===== src/rtl/cacheline_burst_adaptor.sv =====
// cacheline_burst_adaptor: turns line-wide cache reads/writes into 4-beat pmem bursts.
// Optional watchdog (sticky err on a stalled burst) enabled by CACHELINE_BURST_ADAPTOR_WATCHDOG_EN.
module cacheline_burst_adaptor #(
  parameter int LINE_WIDTH  = 256,
  parameter int BURST_WIDTH = 64,
  parameter int ADDR_WIDTH  = 32,
  parameter int TIMEOUT     = 1024
) (
  input  logic                   clk,
  input  logic                   rst,
  input  logic                   line_read,
  input  logic                   line_write,
  input  logic [ADDR_WIDTH-1:0]  line_addr,
  input  logic [LINE_WIDTH-1:0]  line_wdata,
  output logic [LINE_WIDTH-1:0]  line_rdata,
  output logic                   line_resp,
  output logic                   pmem_read,
  output logic                   pmem_write,
  output logic [ADDR_WIDTH-1:0]  pmem_addr,
  output logic [BURST_WIDTH-1:0] pmem_wdata,
  input  logic [BURST_WIDTH-1:0] pmem_rdata,
  input  logic                   pmem_resp,
  output logic                   err
);
  localparam int BEATS = LINE_WIDTH / BURST_WIDTH;
  localparam int CW    = $clog2(BEATS);
  typedef enum logic [1:0] {IDLE, READ, WRITE, DONE} state_t;
  state_t state;
  logic [CW-1:0] cnt;
  logic [LINE_WIDTH-1:0] lbuf;
  logic last;
  assign last = pmem_resp && cnt == CW'(BEATS - 1);
  assign pmem_wdata = lbuf[cnt*BURST_WIDTH +: BURST_WIDTH];
`ifdef CACHELINE_BURST_ADAPTOR_WATCHDOG_EN
  localparam int WW = $clog2(TIMEOUT + 1);
  logic [WW-1:0] wd;
  logic timeout;
  assign timeout = !pmem_resp && wd == WW'(TIMEOUT - 1);
`else
  assign err = 1'b0;
`endif
  // lbuf holds the write line, and doubles as the read assembly buffer so line_rdata only changes at DONE
  always_ff @(posedge clk or negedge rst) begin
    if (!rst) begin
      state      <= IDLE;
      cnt        <= '0;
      lbuf       <= '0;
      line_rdata <= '0;
      line_resp  <= 1'b0;
      pmem_read  <= 1'b0;
      pmem_write <= 1'b0;
      pmem_addr  <= '0;
`ifdef CACHELINE_BURST_ADAPTOR_WATCHDOG_EN
      wd         <= '0;
      err        <= 1'b0;
`endif
    end else begin
      line_resp <= 1'b0;
      case (state)
        IDLE: if (line_read || line_write) begin
          state      <= line_read ? READ : WRITE;
          pmem_read  <= line_read;
          pmem_write <= !line_read;
          pmem_addr  <= line_addr & ~ADDR_WIDTH'(LINE_WIDTH/8 - 1);
          lbuf       <= line_wdata;
          cnt        <= '0;
`ifdef CACHELINE_BURST_ADAPTOR_WATCHDOG_EN
          wd         <= '0;
`endif
        end
        READ, WRITE: begin
`ifdef CACHELINE_BURST_ADAPTOR_WATCHDOG_EN
          wd <= pmem_resp ? '0 : wd + 1'b1;
          if (timeout) begin
            state      <= IDLE;
            err        <= 1'b1;
            pmem_read  <= 1'b0;
            pmem_write <= 1'b0;
          end else
`endif
          if (pmem_resp) begin
            cnt <= cnt + 1'b1;
            if (state == READ) lbuf[cnt*BURST_WIDTH +: BURST_WIDTH] <= pmem_rdata;
            if (last) begin
              state      <= DONE;
              line_resp  <= 1'b1;
              pmem_read  <= 1'b0;
              pmem_write <= 1'b0;
              if (state == READ) line_rdata <= {pmem_rdata, lbuf[LINE_WIDTH-BURST_WIDTH-1:0]};
            end
          end
        end
        default: state <= IDLE;
      endcase
    end
  end
endmodule


===== config.mk =====
export PLATFORM = sky130hd
export DESIGN_NAME = cacheline_burst_adaptor
export DESIGN_NICKNAME = d
export VERILOG_FILES = /design/src/rtl/cacheline_burst_adaptor.sv
export SDC_FILE = /design/constraint.sdc
export NUM_CORES = 1
export LEC_CHECK = 0
export BUFFER_PORTS_ARGS = -buffer_cell sky130_fd_sc_hd__buf_2
export CAP_MARGIN = 0
export CORE_MARGIN = 10
export CORE_UTILIZATION = 30
export CTS_CLUSTER_DIAMETER = 60
export CTS_CLUSTER_SIZE = 30
export DETAILED_ROUTE_END_ITERATION = 7
export PLACE_DENSITY = 0.49
export RECOVER_POWER = 100
export REMOVE_ABC_BUFFERS = 1
export SLEW_MARGIN = 5
export SYNTH_ARGS = -nofsm -noshare
export SYNTH_HDL_FRONTEND = slang
export SYNTH_SLANG_ARGS = --single-unit

===== constraint.sdc =====
create_clock -name clk -period 2.85 [get_ports clk]
set_input_delay 0.4275 -clock clk [delete_from_list [all_inputs] [get_ports clk]]
set_output_delay 0.4275 -clock clk [all_outputs]
set_load 0.1 [all_outputs]

==> results of run 1 <==
==> final cells by class <==
class / count / area, um^2 / share of cell area, %
antenna: 4 / 10.0 / 0.0299
multi-input combinational: 1045 / 11200 / 33.3
clock inverter: 46 / 578 / 1.73
tap: 1155 / 1450 / 4.31
clock buffer: 67 / 1600 / 4.78
inverter: 140 / 531 / 1.58
timing repair buffer: 800 / 4500 / 13.4
sequential: 546 / 13700 / 40.8
==> metrics by stage <==
step                instances  setup TNS (ns)  hold WS (ns)  instance area [um^2]
floorplan                1731        -3815.93         0.132                 25400
global placement         3654               0         0.452                 31500
detailed placement       3654               0         0.466                 31500
CTS                      3799        -0.00925        0.0181                 34200
global route             3800               0        0.0385                 33500
finish                   3803               0        0.0528                 33500
==> repair_timing <==
| item | 4_1_cts | 5_1_grt |
|---|---|---|
| hold endpoints to repair | 70 | 0 |
| resized for setup | 66 | 11 |
| buffers inserted | 2 | 0 |
| setup endpoints to repair | 49 | 11 |
| hold buffers | 28 | 0 |
| pin swaps | 0 | 0 |
| gates cloned | 2 | 0 |
==> metal layers <==
layer  routed length, um  up-vias  GRT usage, %
li1                    -     8537             -
met5                  79        -             0
met2               51500      878          34.2
met3                8110      206          5.04
met4                3390       10          6.67
met1               42400    10600          24.7
==> cells in the final DEF, fill, tap and decap left out, types with 49 or more instances in the layout <==
cell       instances
buf_4             54
mux2_1            49
mux4_2            64
buf_2            352
o2bb2ai_1         61
nand4b_1          60
mux2_2           476
dfrtp_1          544
clkbuf_1         293
clkbuf_16         62
nand2_1           71
inv_1            139
a32o_1            63
o32ai_1          128
==> state kept, by name (all words and copies together), names as in the netlist <==
signal and flops:
lbuf 256, line_rdata 256, pmem_addr 27, cnt 2
state 2, line_resp 1, pmem_read 1, pmem_write 1
==> how the worst max path moves through the flow <==
stage,to,from,slack [ns],depth (start not counted)
2_1_floorplan,line_rdata[0],cnt[0],-8.29,3
5_1_grt,pmem_wdata[22],cnt[0],0.0001,3
6_report,pmem_wdata[39],cnt[0],0.05,3
3_3_place_gp,lbuf[201],cnt[0],0.43,5
3_5_place_dp,lbuf[112],state[0],0.44,6
4_1_cts,pmem_wdata[48],cnt[0],-0.009,3
==> logic make-up (layout without fill, tap and decap cells) <==
family / Yosys count / in the layout / share of synthesized area (%)
muxes: 602 / 602 / 29.2
buffers and inverters: 321 / 1053 / 5.70
DFF: 546 / 546 / 51.8
adders and majority gates: 10 / 10 / 0.474
other: 1 / 10 / 0.0142
AOI/OAI and AO/OA: 274 / 274 / 9.31
and+or+nand+nor: 153 / 153 / 3.49
==> reports/metrics.yaml, run 1 <==
status: "finished with violations"
violations: "capacitance limit, slew limit"
area_delta_synth_final_pct: 26.9
period_minus_slack_ns: 2.80
max_freq_ghz: 0.358
required_ns: 2.42
critPathTopFamily: "multiplexers"
tritoncts: "built"
clk-insertion-delay-late_ns: 0.65
clk_path_buf_depth: 3
worstPathArrival_ns: 2.37
grt_pass1_vias: 22500
syn_area_um2: 26400
seq_area_frac_synth_pct: 51.8
hold_class: "in2reg"
finalHoldViolCount: 0
die-area_um2: 100000
ys_top_cells_by_area: "dfrtp_1 52%, mux2_2 20%, mux4_2 5.5%"
setup_violations: 0
synth_common_cells: "546 x dfrtp_1, 476 x mux2_2, 140 x inv_1"
synth_top_area_share_pct: 51.8
crit_chain: "buf_12 -> mux4_2 -> buf_4"
vias: 20200
grt_first_pass_wirelength_mm: 152
top_level_ports: 713
slowest_delay_ns: 0.58
worst-path-max-fanout: 19
netlist_instances: 1907
crit_type: "reg2out"
die_h_um: 317
dr.pass1.iters: 7
routed_wl_mm: 105
start_kind: "register"
start_util_pct: 30.3
layout-drive-gt1-share_pct: 43.7
grt_use_total_pct: 20.1
setup_ws_ns: 0.0548
final_min_period_over_clock_period_pct: 98.1
synth_ff_type: "dfrtp_1"
clk_pin_slew_ns: 0.08
gp_congestion: 0.831
antenna_found_initial: 9
nets: 2960
cts_made_buffers: 60
wl_per_cell_um: 27.7
gr-total-overflow: 0
yosysMostFrequentCell: "dfrtp_1"
holdPathEnd: "line_rdata[229]"
die_w_um: 317
r2r_end: "lbuf[240]"
clock_sinks: 546
drc: 0
via_per_inst: 5.31
crit_path_top_delay_cell: "mux4_2"
drv_slew: 55
yosys_warnings: 0
rsz0062_at_grt: "false"
synth_area_leader_cell: "dfrtp_1"
dp.final_hpwl_mm: 71.0
portBuffers: 701
maxSlewHeadroom_pct: -36.7
path_buf_inv: 2
utilization_pct: 38.5
synth_edf_count: 0
finClkSkew_ns: 0.0299
cts-root-buf: "clkbuf_16"
worstReg2RegStart: "cnt[0]"
yosysUniqueCellTypes: 38
dr.first_iter.drc_count: 1447
core_area_um2: 87000
synthArstFlopShare_pct: 100
yosys_register_bits: 546
ff2ff_path_depth: 7
worst_setup_path_end_kind: "primary output"
fillers: 8569
syn_area_per_cell_um2: 13.8
maxCapViolations: 1
htree_levels: 2
pre_cts_slack_ns: 0.435
tightest_slew_ns: 2.05
grt_max_degree: 92
num_rows: 108
min_path_cells: 2
ff2ff_setup_slack_ns: 0.06
min_from: "pmem_rdata[37]"
drtAntennaViolNets: 0
Power of run 1 is left out: the tool's default activity adds up to more than one toggle a clock period on the data nets, which glitch-free logic cannot reach.
==> run 2: changes to the inputs <==
- PLACE_DENSITY: 0.49 -> 0.48
- clock period: 2.85 -> 3.5 ns (I/O delays scaled with it)
==> reports/metrics.yaml, run 2 (synthesis gave the netlist of run 1 again) <==
drtAntennaViolNets: 0
ff2ff_setup_slack_ns: 0.26
clk_path_buf_depth: 3
final_min_period_over_clock_period_pct: 94.1
worstPathArrival_ns: 2.77
worst_setup_path_end_kind: "primary output"
vias: 20000
nets: 2925
die_h_um: 317
cts_made_buffers: 60
status: "finished with violations"
routed_wl_mm: 107
final_common_cell: "dfrtp_1"
grt_use_total_pct: 20.5
reg_top3: "lbuf (256), line_rdata (256), pmem_addr (27)"
gr-total-overflow: 0
grt_pass1_vias: 22100
finalHoldViolCount: 0
dr.pass1.iters: 5
hold_class: "in2reg"
tritoncts: "built"
required_ns: 2.97
crit_chain: "clkbuf_4 -> mux4_2 -> clkbuf_2"
drc: 0
num_rows: 108
wl_per_cell_um: 28.4
clock_sinks: 546
layout-drive-gt1-share_pct: 44.2
setup_ws_ns: 0.207
min_from: "line_addr[11]"
maxCapViolations: 5
grt_max_degree: 108
drv_slew: 274
finClkSkew_ns: 0.0258
die_w_um: 317
crit_type: "reg2out"
cts-root-buf: "clkbuf_16"
period_minus_slack_ns: 3.29
maxSlewHeadroom_pct: -71.9
antenna_found_initial: 19
crit_end: "pmem_wdata[48]"
critPathTopFamily: "buffers and inverters"
max_freq_ghz: 0.304
timing.hold.ws_ns: 0.106
tightest_slew_ns: 2.58
worst-path-max-fanout: 29
die-area_um2: 100000
clk-insertion-delay-late_ns: 0.63
dr.first_iter.drc_count: 1255
worstReg2RegStart: "state[0]"
clk_pin_slew_ns: 0.08
portBuffers: 701
mostFrequentLayoutCells: "544 x dfrtp_1, 476 x mux2_2, 362 x buf_2, 296 x clkbuf_1, 139 x inv_1"
tns_ns: 0
grt_first_pass_wirelength_mm: 153
ff2ff_path_depth: 6
pre_cts_slack_ns: 0.931
setup_violations: 0
crit_start: "cnt[1]"
start_util_pct: 30.3
area_delta_synth_final_pct: 24.4
path_buf_inv: 2
cts_resized: 0
min_path_cells: 2
dp.final_hpwl_mm: 71.6
start_kind: "register"
crit_path_top_delay_cell: "clkbuf_4"
crit_cells: 3
r2r_end: "lbuf[26]"
via_per_inst: 5.31
rsz0062_at_grt: "false"
core_area_um2: 87000
slowest_delay_ns: 0.66
htree_levels: 2
cts_setup_buffers: 0
top_level_ports: 713
gp_congestion: 0.818
violations: "capacitance limit, slew limit"
==> run 2: changes by cell type in the layout (fill, tap and decap cells not counted), sizes merged <==
cell         previous run  this run
buf                   450       401
bufinv                  5         6
clkbuf                389       431
clkinv                 14        13
clkinvlp                7         6
diode                   4         9
dlygate4sd3            28         1
inv                   160       161
==> run 2: cell type report <==
type,count,area [um^2]
sequential,546,13700
inverter,140,531
timing repair buffer,765,3810
antenna,9,22.5
clock inverter,46,579
clock buffer,68,1610
tap,1155,1450
multi-input combinational,1045,11200
fill,8698,54200
==> run 2: worst min path at each step <==
stage | to
global route | pmem_addr[7]
CTS | pmem_addr[11]
detailed placement | line_rdata[234]
global placement | line_rdata[221]
floorplan | cnt[0]
finish | pmem_addr[11]
==> run 2: what timing repair did <==
action,CTS,global route
hold endpoints to repair,57,0
endpoints found under the setup margin,0,0
hold buffers,1,0
==> run 2: metal layers <==
layer | vias to the layer above | part of all wire [%] | track usage, %
met3 | 209 | 8.2 | 5.61
met4 | 22 | 2.8 | 6.44
li1 | 8498 | - | -
met1 | 10400 | 40 | 25.2
met5 | - | 0.12 | 0
met2 | 885 | 49 | 34.6
==> run 2: through the flow <==
stage | instances | area, um^2 | utilization [%]
6_report | 3774 | 32800 | 37.7
3_5_place_dp | 3650 | 31400 | 36.1
5_1_grt | 3772 | 32800 | 37.7
4_1_cts | 3765 | 33600 | 38.6
3_3_place_gp | 3650 | 31400 | 36.1
2_1_floorplan | 1731 | 25400 | -
Power of run 2 is left out for the same reason.
